===== config.mk =====
export PLATFORM = sky130hd
export DESIGN_NAME = div_16bit_seq
export DESIGN_NICKNAME = d
export VERILOG_FILES = /design/src/rtl/div_16bit_seq.sv
export SDC_FILE = /design/constraint.sdc
export NUM_CORES = 1
export LEC_CHECK = 0
export CAP_MARGIN = 25
export CORE_MARGIN = 2
export CORE_UTILIZATION = 58
export DETAILED_ROUTE_END_ITERATION = 12
export GPL_ROUTABILITY_DRIVEN = 0
export PLACE_DENSITY = 0.91
export SYNTH_ARGS = -nofsm -noshare
export SYNTH_HDL_FRONTEND = slang
export SYNTH_SLANG_ARGS = --single-unit

===== constraint.sdc =====
create_clock -name clk -period 4.5 [get_ports clk]
set_input_delay 0.9 -clock clk [delete_from_list [all_inputs] [get_ports clk]]
set_output_delay 0.9 -clock clk [all_outputs]
set_load 0.03 [all_outputs]

===== src/rtl/div_16bit_seq.sv =====
// Sequential unsigned restoring divider: one quotient bit per clock, quotient/remainder
// registered on completion, with a divide-by-zero short path that skips iteration.
//
// state | meaning
// IDLE  | waiting for START; outputs hold the last result
// CALC  | one restoring step per clock, N steps total
// FIM   | results valid, DONE pulse for one cycle
module div_16bit_seq #(
    parameter int N = 16
) (
    input  logic         clk,
    input  logic         rst_n,
    input  logic         START,
    input  logic [N-1:0] A,
    input  logic [N-1:0] B,
    output logic [N-1:0] QUOCIENTE,
    output logic [N-1:0] RESTO,
    output logic         BUSY,
    output logic         DONE,
    output logic         DIV_ZERO
);

    localparam int CW = $clog2(N);

    typedef enum logic [1:0] {
        IDLE = 2'd0,
        CALC = 2'd1,
        FIM  = 2'd2
    } state_t;

    state_t        state;
    state_t        state_nxt;

    logic [N-1:0]  q_sh;
    logic [N-1:0]  r_part;
    logic [N-1:0]  divisor;
    logic [CW-1:0] cnt;

    logic [N:0]    trial;
    logic [N:0]    diff;
    logic          no_borrow;
    logic [N-1:0]  q_step;
    logic [N-1:0]  r_step;
    logic          last_step;
    logic          divisor_zero;

    // Partial remainder stays below the divisor, so the N+1-bit difference never overflows
    // and its MSB is a valid sign/borrow bit.
    always_comb begin
        trial     = {r_part, q_sh[N-1]};
        diff      = trial - {1'b0, divisor};
        no_borrow = ~diff[N];
        r_step    = no_borrow ? diff[N-1:0] : trial[N-1:0];
        q_step    = {q_sh[N-2:0], no_borrow};
        last_step = (cnt == CW'(N - 1));
    end

    assign divisor_zero = (B == '0);

    always_comb begin
        state_nxt = state;
        case (state)
            IDLE: begin
                if (START) begin
                    state_nxt = divisor_zero ? FIM : CALC;
                end
            end
            CALC: begin
                if (last_step) begin
                    state_nxt = FIM;
                end
            end
            FIM:     state_nxt = IDLE;
            default: state_nxt = IDLE;
        endcase
    end

    always_ff @(posedge clk) begin
        if (!rst_n) begin
            state <= IDLE;
        end else begin
            state <= state_nxt;
        end
    end

    always_ff @(posedge clk) begin
        if (!rst_n) begin
            q_sh      <= '0;
            r_part    <= '0;
            divisor   <= '0;
            cnt       <= '0;
            QUOCIENTE <= '0;
            RESTO     <= '0;
            DIV_ZERO  <= 1'b0;
        end else begin
            case (state)
                IDLE: begin
                    if (START) begin
                        q_sh    <= A;
                        divisor <= B;
                        r_part  <= '0;
                        cnt     <= '0;
                        if (divisor_zero) begin
                            QUOCIENTE <= '1;
                            RESTO     <= A;
                            DIV_ZERO  <= 1'b1;
                        end
                    end
                end
                CALC: begin
                    q_sh   <= q_step;
                    r_part <= r_step;
                    cnt    <= cnt + CW'(1);
                    if (last_step) begin
                        QUOCIENTE <= q_step;
                        RESTO     <= r_step;
                        DIV_ZERO  <= 1'b0;
                    end
                end
                default: ;
            endcase
        end
    end

    assign BUSY = (state == CALC);
    assign DONE = (state == FIM);

endmodule


==> qor.csv, run 1 <==
stage,metric,value,unit
sta,hold_ws,0.460,ns
clocking,path_clk_slew,0.09,ns
finish,diodes,0,
yosys,async_reset_ff_share,0,%
routing,drt-total-wl,12800,µm
die,initial_utilization,59.0,%
yosys,ys_seq_elements,87,
die,die_h,92.2,µm
critical_path,worstRegToRegCells,10,
sta,finClkSkew,0.0144,ns
sta,fin_crit,3.28,ns
sta,fmax,305,MHz
hold_path,holdPathStages,2,
sta,setup_tns,0,ns
global_route,grt_max_degree,50,
yosys,yosysTopAreaCell,dfxtp_1,
yosys,netlist_instances,571,
clocking,post_cts_resized,0,
placement,dp_hpwl,8930,µm
power_and_ir_drop,p_leak,2.01,nW
sta,maxSlewViolCount,0,
global_route,grt_pass1_vias,4393,
yosys,synth_edf_count,0,
yosys,yosysWarnings,0,
hold_path,worstHoldStart,divisor[8],
finish,fill_cells,566,
critical_path,worstPathRequired,4.79,ns
yosys,synth-seq-area-share,38.6,%
global_route,gr-total-overflow,0,
die,die_x,92.2,µm
sta,hold_viol,0,
critical_path,crit_start,q_sh[15],
critical_path,arrival,3.57,ns
routing,final_antenna_net_count,0,
clocking,root_buffer,clkbuf_8,
sta,slew_headroom,35.7,%
yosys,yosysTopAreaCellShare,38.6,%
clocking,holdBufCountCts,0,
yosys,syn-cell-area,4510,µm²
finish,syn_to_final_growth,21.3,%
clocking,cts.htree.levels,3,
yosys,syn_avg_cell_area,7.91,µm²
die,coreArea,7650,µm²
power_and_ir_drop,power_density,667,nW/µm²
run,max_cap_viol_count,0,
power_and_ir_drop,vdd_drop_max,0.470,mV
placement,port_buffers,69,
routing,first_iter_violations,420,
finish,nNetsFinal,678,
finish,drive_gt1_share,6.03,%
sta,fin_crit_sh,72.9,%
die,dieArea,8510,µm²
clocking,cts_buffers,9,
yosys,synth.area.top_cells,"dfxtp_1 (39%), nand2_1 (7.3%), a21oi_1 (5.3%)",
die,pin_count,70,
sta,setup_viol,0,
finish,multiInputGateArea,2570,µm²
global_route,antenna_found_initial,0,
clocking,insertion_delay,0.37,ns
routing,vias_per_cell,6.22,
clocking,cts_tree,built,
critical_path,start_kind,flip-flop,
routing,firstDrtPassIters,5,
yosys,synth_flop_cell,dfxtp_1,
critical_path,crit_type,reg2reg,
routing,wire_per_inst,17.5,µm
routing,vias,4553,
die,num_rows,32,
sta,worst_pin_slew,0.961,ns
sta,rsz0062_at_grt,false,
hold_path,worstHoldPathType,reg2reg,
clocking,cts_setup_buffers,0,
finish,seq_area,1740,µm²
critical_path,r2r-start,q_sh[15],
critical_path,end_kind,flip-flop,
run_status,status,completed,
clocking,clock_sinks,87,
clocking,cts_buffer_depth,2,
finish,final_util,71.6,%
global_route,grt_pass1_wl,20800,µm
yosys,syn_nets,624,
global_route,grt_usage,30.9,%
critical_path,worst-path-max-fanout,19,
routing,drc,0,
yosys,yosysUniqueCellTypes,59,
## synthesized netlist by cell type (all sizes together) (7+ instances only)
library cell   n
buf            7
inv           20
nand3         14
nor3          33
a21oi         48
clkbuf        27
o21ai         47
nor2          55
ha            17
a311oi         9
xnor2         12
dfxtp         87
a31oi          8
a21o           7
mux2i         13
nand2         88
## metrics by stage
step | setup WS [ns] | cells | total power, W | instance area, µm²
3_5_place_dp | 1.14 | 716 | 0.00303 | 5270
2_1_floorplan | 1.81 | 571 | 0.00266 | 4510
4_1_cts | 1.27 | 732 | 0.00361 | 5480
6_report | 1.22 | 732 | 0.00365 | 5480
5_1_grt | 1.07 | 732 | 0.00384 | 5480
3_3_place_gp | 1.25 | 716 | 0.00292 | 5270
## layer usage
metal  part of all wire (%)  wire length, µm  global-route usage, %  up-vias
li1                       -                -                      -     2138
met1                     39             5020                   36.6     2129
met2                     50             6470                   53.5      238
met3                    6.7              856                   5.67       48
met4                    3.7              481                   15.4        0
met5                      0                0                      0        -
## worst max-delay path, cell delays in order, from the launching register on
cell	delay, ns
dfxtp_1	0.41
inv_1	0.07
ha_1	0.22
fa_1	0.41
and2b_1	0.27
o31ai_1	0.17
a211oi_4	0.44
nor2_8	0.09
xnor2_4	0.62
mux2i_1	0.22
a221oi_2	0.28
## worst paths after layout
check	endpoint	slack [ns]
max	RESTO[11]	1.22
min reg2reg	divisor[8]	0.46
min	divisor[8]	0.46
max reg2reg	RESTO[11]	1.22
## logic make-up after synthesis
logic type | count (synthesis) | synth area share [%]
buf+inv | 54 | 4.68
flops | 87 | 38.6
simple gates | 222 | 22.1
xor+xnor | 14 | 3.13
fa+ha+maj | 18 | 5.16
compound gates | 163 | 23.4
mux | 13 | 2.88
## power breakdown
group	leakage, nW	internal (W)	switching [W]
clock network	0.108	0.000280	0.000303
registers	0.708	0.000848	0.000107
logic	1.20	0.000887	0.00123
## sequential cells by signal, summed over array words and instances, names as in the netlist
register / flops
q_sh: 16
QUOCIENTE: 16
DIV_ZERO: 1
r_part: 16
RESTO: 16
divisor: 16
cnt: 4
state: 2
## layout by cell type, fill, tap and decap left out, types with 6 or more instances in the layout
| cell type | count |
|---|---|
| nand2_1 | 88 |
| dfxtp_1 | 87 |
| clkdlybuf4s50_1 | 69 |
| nor2_1 | 53 |
| a21oi_1 | 48 |
| nor3_1 | 33 |
| o21ai_0 | 32 |
| inv_1 | 20 |
| ha_1 | 17 |
| o21ai_1 | 14 |
| nand3_1 | 13 |
| mux2i_1 | 13 |
| xnor2_1 | 11 |
| clkbuf_8 | 10 |
| a311oi_1 | 9 |
| a31oi_1 | 8 |
| buf_4 | 8 |
| a21o_1 | 7 |
| nand2b_1 | 6 |
## final cells by class
class | count | share of cell area (%)
clock inverter | 6 | 1.35
multi-input combinational | 430 | 46.9
tap | 102 | 2.33
inverter | 20 | 1.37
sequential | 87 | 31.8
timing repair buffer | 77 | 13.7
clock buffer | 10 | 2.51
No activity file was read; power rests on OpenSTA's default activity.
==> run 2, diff against run 1 <==
--- a/config.mk
+++ b/config.mk
@@ -7,10 +7,10 @@
 export LEC_CHECK = 0
 export CAP_MARGIN = 25
 export CORE_MARGIN = 2
-export CORE_UTILIZATION = 58
+export CORE_UTILIZATION = 49
 export DETAILED_ROUTE_END_ITERATION = 12
 export GPL_ROUTABILITY_DRIVEN = 0
-export PLACE_DENSITY = 0.91
+export PLACE_DENSITY = 0.83
 export SYNTH_ARGS = -nofsm -noshare
 export SYNTH_HDL_FRONTEND = slang
 export SYNTH_SLANG_ARGS = --single-unit
==> constraint.sdc (replaced) <==
create_clock -name clk -period 2.9 [get_ports clk]
set_input_delay 0.58 -clock clk [delete_from_list [all_inputs] [get_ports clk]]
set_output_delay 0.58 -clock clk [all_outputs]
set_load 0.03 [all_outputs]
==> qor.csv, run 2 (synthesis results as in run 1) <==
stage,metric,value,unit,change
finish,mostFrequentLayoutCells,"nand2_1 (88), dfxtp_1 (86), clkdlybuf4s50_1 (69)",,
finish,drive_gt1_share,7.99,%,+2.0 points
run_status,status,completed,,
finish,syn_to_final_growth,24.1,%,
clocking,path_clk_slew,0.09,ns,about the same
hold_path,holdPathStages,2,,unchanged
critical_path,start_kind,flip-flop,,
power_and_ir_drop,p_comb_share,60.8,%,+2.9 points
die,die_h,100,µm,+8.4%
power_and_ir_drop,p_sw,0.00263,W,+61%
global_route,grt_pass1_vias,4290,,-2.3%
routing,vias_per_cell,5.87,,-5.6%
die,dieArea,10000,µm²,+18%
sta,finClkSkew,0.0127,ns,-0.00165 ns
critical_path,crit_type,reg2reg,,
sta,fin_crit_sh,96.6,%,+24 points
power_and_ir_drop,vdd_drop_max,0.585,mV,+25%
sta,fmax,357,MHz,+17%
finish,nNetsFinal,686,,+1.2%
clocking,cts_buffer_depth,2,,unchanged
finish,diodes,0,,unchanged
power_and_ir_drop,sw_frac_of_total,43.3,%,-1.6 points
hold_path,hold_end,divisor[10],,
critical_path,r2r-start,r_part[10],,
clocking,cts.htree.levels,3,,unchanged
power_and_ir_drop,p_leak,2.06,nW,+2.4%
sta,setup_viol,0,,unchanged
run,max_cap_viol_count,0,,unchanged
power_and_ir_drop,p_clk_share,14.8,%,-1.2 points
die,pin_count,70,,unchanged
global_route,grt_max_degree,50,,unchanged
finish,layout_commonest_cell,nand2_1,,
power_and_ir_drop,power_density,1080,nW/µm²,+63%
routing,final_antenna_net_count,0,,unchanged
routing,drt-total-wl,12400,µm,-3.7%
sta,slew_headroom,40.0,%,+4.3 points
placement,port_buffers,69,,unchanged
power_and_ir_drop,seqPwrFrac,24.4,%,-1.8 points
hold_path,worstHoldPathType,reg2reg,,
critical_path,path_cells,ha_1 > a21oi_1 > o21ai_1 > a311o_1 > nor2_8 > xnor2_4 > buf_6 > mux2i_1 > o21ai_1,,
critical_path,cp_slowest_stage_delay,0.46,ns,-0.16 ns
die,initial_utilization,49.6,%,-9.5 points
finish,final_util,61.5,%,-10 points
power_and_ir_drop,power.internal,0.00345,W,+71%
routing,drc,0,,unchanged
die,num_rows,35,,+9.4%
sta,worst_pin_slew,0.897,ns,-0.0639 ns
critical_path,arrival,3.03,ns,-0.54 ns
global_route,antenna_found_initial,0,,unchanged
clocking,cts_buffers,9,,unchanged
clocking,cts_tree,built,,
sta,setup_tns,0,ns,unchanged
hold_path,worstHoldStart,divisor[10],,
sta,maxSlewViolCount,0,,unchanged
routing,firstDrtPassIters,6,,+1
critical_path,crit_top_cell,o21ai_1,,
clocking,root_buffer,clkbuf_8,,
sta,hold_ws,0.461,ns,+0.00115 ns
sta,hold_viol,0,,unchanged
global_route,grt_pass1_wl,20400,µm,-2.3%
critical_path,worst-path-max-fanout,8,,-11
critical_path,worstPathRequired,3.13,ns,-1.66 ns
clocking,clock_sinks,87,,unchanged
global_route,gr-total-overflow,0,,unchanged
routing,wire_per_inst,16.5,µm,-5.9%
critical_path,r2r_slack,0.1,ns,-1.12 ns
die,coreArea,9110,µm²,+19%
critical_path,r2r-end,r_part[2],,
critical_path,cpMaxStageDelayCell,a311o_1,,
routing,first_iter_violations,282,,-33%
routing,vias,4400,,-3.4%
global_route,grt_usage,25.2,%,-5.7 points
die,die_x,100,µm,+8.4%
placement,dp_hpwl,8790,µm,-1.6%
clocking,insertion_delay,0.37,ns,about the same
critical_path,worstRegToRegCells,9,,-1
sta,rsz0062_at_grt,false,,
sta,fin_crit,2.80,ns,-0.479 ns
critical_path,end_kind,flip-flop,,
-- run 2: changes by cell type in the layout (fill, tap and decap cells not counted), moves of 2 or more --
cell,delta
buf_6,+2
buf_4,+5
mux2i_1,-2
mux2i_4,+2
-- run 2: timing repair --
item | in CTS | in global routing
endpoints found under the hold margin | 0 | 0
hold buffers | 0 | 0
buffers inserted | 1 | 1
setup endpoints to repair | 4 | 24
resized for setup | 0 | 9
pin swaps | 1 | 2
-- run 2: final cells by class --
| cell class | instances | area (µm²) |
|---|---|---|
| Timing Repair Buffer | 85 | 831 |
| Clock inverter | 6 | 73.8 |
| Fill cell | 786 | 3510 |
| Sequential cell | 87 | 1740 |
| Clock buffer | 10 | 138 |
| Multi-Input combinational cell | 430 | 2600 |
| Tap cell | 111 | 139 |
| Inverter | 20 | 75.1 |
-- run 2: worst max path at each step --
stage,startpoint,to,slack (ns)
6_report,r_part[10],r_part[2],0.1
5_1_grt,q_sh[15],r_part[4],0.02
4_1_cts,q_sh[15],RESTO[3],0.02
3_5_place_dp,q_sh[15],RESTO[3],0.009
3_3_place_gp,q_sh[15],r_part[2],0.15
2_1_floorplan,q_sh[15],r_part[13],0.21
-- run 2: power groups by stage --
stage / clock network (W) / logic, W / registers (W)
after global placement: 0 / 0.00316 / 0.00149
after global routing: 0.000962 / 0.00395 / 0.00149
after floorplan: 0 / 0.00271 / 0.00141
final: 0.000901 / 0.00369 / 0.00148
after detailed placement: 0 / 0.00328 / 0.00149
after CTS: 0.000908 / 0.00331 / 0.00147
-- run 2: routing by layer --
layer	routed length, µm	vias up	track usage [%]
met1	5170	2075	31.9
met2	6240	151	43.7
li1	-	2143	-
met5	0	-	0
met3	653	31	4.04
met4	284	0	8.96
-- run 2: metrics by stage --
step	std cells	setup WS [ns]	total power, W	instance area [µm²]
global route	749	0.0227	0.00641	5600
CTS	748	0.0160	0.00569	5550
finish	749	0.0989	0.00607	5600
detailed placement	731	0.00855	0.00477	5330
global placement	731	0.151	0.00465	5330
floorplan	571	0.214	0.00412	4510
-- run 2: critical path: cells and delay by family, from the launching register on --
family / cells / cell delay [ns]
buf+inv: 1 / 0.20
simple gates: 1 / 0.24
fa+ha+maj: 1 / 0.40
mux: 1 / 0.24
xor+xnor: 1 / 0.18
compound gates: 4 / 1.04
flops: 1 / 0.36
